`src/rtl/hazard_unit.sv`:
```
`default_nettype none
// ============================================================================
// Module   : hazard_unit
// Brief    : Pipeline hazard controller: load/link-use stall, redirect squash
//            and registered EX-stage bypass selects for the ALU.
// Revision : 1.0
// ============================================================================
module hazard_unit #(
    parameter int CNT_W = 32
) (
    input  logic             clk,
    input  logic             rst,
    input  logic             id_valid,
    input  logic [4:0]       id_rs1,
    input  logic [4:0]       id_rs2,
    input  logic             id_use_rs1,
    input  logic             id_use_rs2,
    input  logic [4:0]       id_rd,
    input  logic             id_regwen,
    input  logic [1:0]       id_wbsel,
    input  logic             ex_redirect,
    output logic [1:0]       forwardA,
    output logic [1:0]       forwardB,
    output logic             stall_if,
    output logic             bubble_ex,
    output logic             flush_id,
    output logic [CNT_W-1:0] load_use_count
);

    localparam logic [1:0] c_WB_ALU  = 2'b01;
    localparam logic [1:0] c_FWD_MEM = 2'b10;
    localparam logic [1:0] c_FWD_WB  = 2'b01;
    localparam logic [1:0] c_FWD_RF  = 2'b00;

    // The regfile is write-before-read, so the WB shadow never affects any
    // output; only the EX and MEM shadows are held.
    logic       r_ex_valid, r_ex_regwen;
    logic [4:0] r_ex_rd;
    logic [1:0] r_ex_wbsel;
    logic       r_mem_valid, r_mem_regwen;
    logic [4:0] r_mem_rd;

    logic       w_ex_live, w_mem_live, w_ex_is_alu;
    logic       w_hazard, w_load_bubble;
    logic [1:0] w_fwd_a, w_fwd_b;

    function automatic logic [1:0] sel_for(input logic use_src, input logic [4:0] rs,
                                           input logic ex_live, input logic [4:0] ex_rd,
                                           input logic ex_alu, input logic mem_live,
                                           input logic [4:0] mem_rd);
        logic [1:0] sel;
        sel = c_FWD_RF;
        if (use_src && rs != 5'd0) begin
            if (ex_live && ex_rd == rs && ex_alu)
                sel = c_FWD_MEM;
            else if (mem_live && mem_rd == rs)
                sel = c_FWD_WB;
        end
        return sel;
    endfunction

    always_comb begin
        w_ex_live   = r_ex_valid & r_ex_regwen & (r_ex_rd != 5'd0);
        w_mem_live  = r_mem_valid & r_mem_regwen & (r_mem_rd != 5'd0);
        w_ex_is_alu = (r_ex_wbsel == c_WB_ALU);
        // Loads and links only become bypassable once they reach WB.
        w_hazard    = id_valid & w_ex_live & ~w_ex_is_alu & ~ex_redirect &
                      ((id_use_rs1 & (id_rs1 == r_ex_rd)) |
                       (id_use_rs2 & (id_rs2 == r_ex_rd)));
        stall_if      = w_hazard;
        bubble_ex     = w_hazard | ex_redirect;
        flush_id      = ex_redirect;
        w_load_bubble = bubble_ex | ~id_valid;
        w_fwd_a = sel_for(id_use_rs1, id_rs1, w_ex_live, r_ex_rd, w_ex_is_alu,
                          w_mem_live, r_mem_rd);
        w_fwd_b = sel_for(id_use_rs2, id_rs2, w_ex_live, r_ex_rd, w_ex_is_alu,
                          w_mem_live, r_mem_rd);
    end

    always_ff @(posedge clk) begin
        if (rst) begin
            r_ex_valid     <= 1'b0;
            r_ex_regwen    <= 1'b0;
            r_ex_rd        <= 5'd0;
            r_ex_wbsel     <= 2'b00;
            r_mem_valid    <= 1'b0;
            r_mem_regwen   <= 1'b0;
            r_mem_rd       <= 5'd0;
            forwardA       <= c_FWD_RF;
            forwardB       <= c_FWD_RF;
            load_use_count <= '0;
        end else begin
            r_mem_valid  <= r_ex_valid;
            r_mem_regwen <= r_ex_regwen;
            r_mem_rd     <= r_ex_rd;
            r_ex_valid   <= ~w_load_bubble;
            r_ex_regwen  <= id_regwen;
            r_ex_rd      <= id_rd;
            r_ex_wbsel   <= id_wbsel;
            forwardA     <= w_load_bubble ? c_FWD_RF : w_fwd_a;
            forwardB     <= w_load_bubble ? c_FWD_RF : w_fwd_b;
            if (w_hazard && load_use_count != {CNT_W{1'b1}})
                load_use_count <= load_use_count + 1'b1;
        end
    end

endmodule
`default_nettype wire

```
`config.mk`:
```
export PLATFORM = sky130hd
export DESIGN_NAME = hazard_unit
export DESIGN_NICKNAME = d
export VERILOG_FILES = /design/src/rtl/hazard_unit.sv
export SDC_FILE = /design/constraint.sdc
export NUM_CORES = 1
export LEC_CHECK = 0
export ABC_CLOCK_PERIOD_IN_PS = 2170
export CAP_MARGIN = 20
export CORE_ASPECT_RATIO = 0.6
export CORE_UTILIZATION = 35
export CTS_BUF_LIST = sky130_fd_sc_hd__clkbuf_2 sky130_fd_sc_hd__clkbuf_4 sky130_fd_sc_hd__clkbuf_8
export CTS_CLUSTER_DIAMETER = 40
export DETAILED_ROUTE_END_ITERATION = 8
export GPL_TIMING_DRIVEN = 0
export HOLD_SLACK_MARGIN = 0.06
export REMOVE_ABC_BUFFERS = 1
export SLEW_MARGIN = 20
export SYNTH_ARGS = -nofsm -noshare
export SYNTH_HDL_FRONTEND = slang
export SYNTH_SLANG_ARGS = --single-unit
```
`constraint.sdc`:
```
create_clock -name clk -period 2.17 [get_ports clk]
set_clock_uncertainty 0.2 [all_clocks]
set_input_delay 0.217 -clock clk [delete_from_list [all_inputs] [get_ports clk]]
set_output_delay 0.217 -clock clk [all_outputs]
set_load 0.01 [all_outputs]
```
==> run_results.csv <==
group,metric,value,unit
logic_synthesis,yosysWarningCount,0,
floorplan,die_height,70.3,um
clock_tree,cts_num_sinks,52,
sta,slew_headroom,0.655,
logic_synthesis,post-synth-top-area-fraction,0.383,
cells_and_area,post-route-util,0.604,
floorplan,die-area,8140,um2
sta,rsz0062_at_grt,"yes",
logic_synthesis,netlist_area,2720,um2
routing,drt_drc_violations_left,0,
logic_synthesis,synth_top_cells_by_area,"sky130_fd_sc_hd__dfxtp_1, sky130_fd_sc_hd__or4_1, sky130_fd_sc_hd__o31ai_1",
logic_synthesis,yosys_most_used_dff,"sky130_fd_sc_hd__dfxtp_1",
routing,routed.top_layer,"met4",
routing,drt-met1-wl,4230,um
clock_tree,max-clock-path-buffers,2,
sta,finalCriticalPeriod,2.46,ns
critical_path,startpoint_type,"input pin",
routing,dr_wl_met3,515,um
global_routing,grt_overflow,0,
power,worst_ir_drop_vdd,0.245,mV
clock_tree,clock_latency_on_the_worst_skew_pair,0.31,ns
run_status,run_status,"complete, but fails checks",
logic_synthesis,postSynthAreaPerCell,8.92,um2
clock_tree,tritoncts.num_buffers,5,
cells_and_area,antenna_cells,0,
routing,met2_length,3950,um
routing,dr_total_vias,2834,
global_routing,wire_length_of_the_first_global_routing_pass,13600,um
logic_synthesis,ys_async_sr_fraction,0,
critical_path,worst-endpoint-required,2.18,ns
placed_design,io_buffers,62,
sta,setup_total_negative_slack,-5.68,ns
logic_synthesis,number_of_distinct_standard_cells_referenced_by_the_synthesized_netlist,46,
sta,setup_viol,36,
placed_design,routabilityCongestion,0.875,
cells_and_area,post_route_cells_drive_above_1_share,0.390,
floorplan,rows,24,
run,cap_violations,0,
floorplan,design.portCount,63,
logic_synthesis,portion_of_the_post_synthesis_area_used_by_sequential_elements,0.383,
routing,route.detailed.wl_per_inst,17.1,um
floorplan,die_width,116,um
global_routing,gr-usage-all-layers,0.219,
routing,drtAntennaViolNets,0,
critical_path,path_cells,"clkdlybuf4s50_1 > xor2_1 > nor3_2 > and3_4 > o21ai_4 > clkbuf_16 > buf_12 > buf_16 > nor4b_4 > mux2_4",
critical_path,family_of_cells_with_the_greatest_summed_delay_on_the_critical_path,"buffers and inverters",
sta,finalMaxSlewViolations,0,
clock_tree,clock_tree.root_cell,"sky130_fd_sc_hd__clkbuf_8",
routing,via_per_inst,5.48,
floorplan,core_region_area,7390,um2
routing,detail_route.first_pass.iterations,4,
min_path,timing.hold.worst.class,"input pin to register",
critical_path,worst-path-buf-inv,4,
cells_and_area,numnets_final,437,
placed_design,dpl-instance-area,3430,um2
cells_and_area,area_growth,64.0,%
clock_tree,worst_path_clk_slew,0.10,ns
logic_synthesis,syn_inst,305,
routing,route.final.wire_length,8860,um
sta,setup_slack,-0.286,ns
clock_tree,cts_tree,"yes",
critical_path,timing_worst_setup_path_type,"input pin to register",
global_routing,first_global_vias,2572,
power,power-per-cell-area,392,nW/um2
clock_tree,cts_hold_buf,0,
critical_path,cp_slowest_stage_delay,0.50,ns
sta,timing_hold_violations_final,0,
power,power.leakage,1.58,nW
logic_synthesis,ys_ff_latch,52,
critical_path,type_of_element_capturing_the_critical_path,"register",
critical_path,crit_path_max_fanout,7,
floorplan,floorplan.initialDensity,0.368,
logic_synthesis,yosys_top_cell_by_area,"sky130_fd_sc_hd__dfxtp_1",
critical_path,critical_path_arrival,2.46,ns
clock_tree,ctsHtreeMaxLevel,2,
global_routing,antenna_violations_before_repair,0,
critical_path,critical_path.slowest_cell,"sky130_fd_sc_hd__clkdlybuf4s50_1",
placed_design,detailedPlacementHpwl,5030,um
run_status,failed_checks,"negative setup slack",
sta,timing_worst_slew_pin_value,0.517,ns
cells_and_area,post-route-cell-area,4460,um2
sta,fmaxAchievable,407,MHz
cells_and_area,nFillCells,653,
global_routing,grt_start_max_net_pins,42,
routing,drt_iter0_drc,199,
logic_synthesis,synth-edff-count,0,
sta,timing.final.crit_share,1.13,
[cell usage after synthesis (2+ instances only)]
cell / instances
sky130_fd_sc_hd__nor4b_1: 2
sky130_fd_sc_hd__nand2b_1: 2
sky130_fd_sc_hd__nand4_1: 12
sky130_fd_sc_hd__xnor2_1: 4
sky130_fd_sc_hd__nor3_2: 2
sky130_fd_sc_hd__o31ai_1: 19
sky130_fd_sc_hd__and4_1: 5
sky130_fd_sc_hd__buf_2: 3
sky130_fd_sc_hd__clkbuf_1: 6
sky130_fd_sc_hd__nor3b_1: 2
sky130_fd_sc_hd__mux2_2: 5
sky130_fd_sc_hd__nor3_1: 5
sky130_fd_sc_hd__buf_6: 5
sky130_fd_sc_hd__inv_1: 5
sky130_fd_sc_hd__nand3_1: 17
sky130_fd_sc_hd__o2111ai_1: 3
sky130_fd_sc_hd__and3_1: 6
sky130_fd_sc_hd__or3_1: 2
sky130_fd_sc_hd__or4_1: 23
sky130_fd_sc_hd__nor2_1: 20
sky130_fd_sc_hd__dfxtp_1: 52
sky130_fd_sc_hd__buf_4: 4
sky130_fd_sc_hd__mux2_1: 3
sky130_fd_sc_hd__o21ai_0: 3
sky130_fd_sc_hd__nor4_1: 6
sky130_fd_sc_hd__nor2b_1: 22
sky130_fd_sc_hd__nand2_1: 11
sky130_fd_sc_hd__xor2_1: 16
sky130_fd_sc_hd__a21oi_1: 23
[area by class of cell]
type	count	area, um2	area share
clock buffer	8	97.6	0.0219
inverter	5	18.8	0.00421
multi-input combinational	231	1950	0.437
sequential	52	1090	0.243
tap	104	130	0.0292
timing repair buffer	117	1180	0.265
[through the flow]
step / total power, mW / worst slack (ns) / hold WS (ns) / instances
final: 1.75 / -0.286 / 0.103 / 517
after global routing: 1.82 / -0.364 / 0.127 / 517
after CTS: 1.76 / -0.234 / 0.107 / 501
after detailed placement: 1.14 / -0.741 / 0.259 / 456
after global placement: 1.13 / -1.90 / 0.260 / 453
after floorplan: 1.05 / -0.479 / 0.0861 / 287
[cells by family after synthesis]
logic type | share of synthesized area
DFF | 0.383
buffers and inverters | 0.0524
xor gates and xnor gates | 0.0644
and+or+nand+nor | 0.337
muxes | 0.0331
adders and majority gates | 0.00460
AOI/OAI and AO/OA | 0.126
[path summary, 6_finish.rpt]
kind | from | endpoint | slack, ns | cells past startpoint
worst max-delay path | id_rs1[2] | load_use_count[27]$_SDFFE_PP0P_ | -0.29 | 10
worst min-delay path | rst | load_use_count[9]$_SDFFE_PP0P_ | 0.10 | 2
worst max register to register | r_ex_rd[0]$_SDFF_PP0_ | load_use_count[27]$_SDFFE_PP0P_ | -0.28 | 9
worst min register to register | r_ex_valid$_SDFF_PP0_ | r_mem_valid$_SDFF_PP0_ | 0.27 | 1
[flip-flops by register name, indices dropped and copies added, names as in the netlist, 2 cells and up]
name            cells
r_ex_wbsel          2
forwardA            2
r_ex_rd             5
load_use_count     32
forwardB            2
r_mem_rd            5
[power breakdown]
part	leakage [nW]	internal, mW	total, mW	switching (mW)
Combinational	1.09	0.0862	0.158	0.0715
Clock	0.0523	0.286	0.616	0.330
Sequential	0.434	0.959	0.976	0.0165
Total	1.58	1.33	1.75	0.418
[metal layers]
layer | up-vias | track usage
li1 | 1359 | -
met1 | 1375 | 0.315
met2 | 87 | 0.327
met3 | 13 | 0.0408
met4 | 0 | 0.0670
met5 | - | 0
[cell usage in the layout, fill, tap and decap left out, drive strengths merged, types with 3 or more instances in the layout]
cell type      count
clkbuf             9
o21ai              4
buf               57
xnor2              4
nor2b             22
nand2             12
a21oi             23
o31ai             19
and4               6
and3               6
dfxtp             52
or4               23
xor2              16
nor2              22
mux2               8
dlygate4sd2        4
clkdlybuf4s50     55
nor3               8
o2111ai            3
nand4             12
nor4               7
nand3             17
inv                5
[repair_timing]
action	4_1_cts	5_1_grt
cloned	4	0
setup buffers	33	17
setup endpoints to repair	34	38
pin swaps	58	22
resized for setup	76	70
Note: power is estimated with default switching activity, not from simulation.
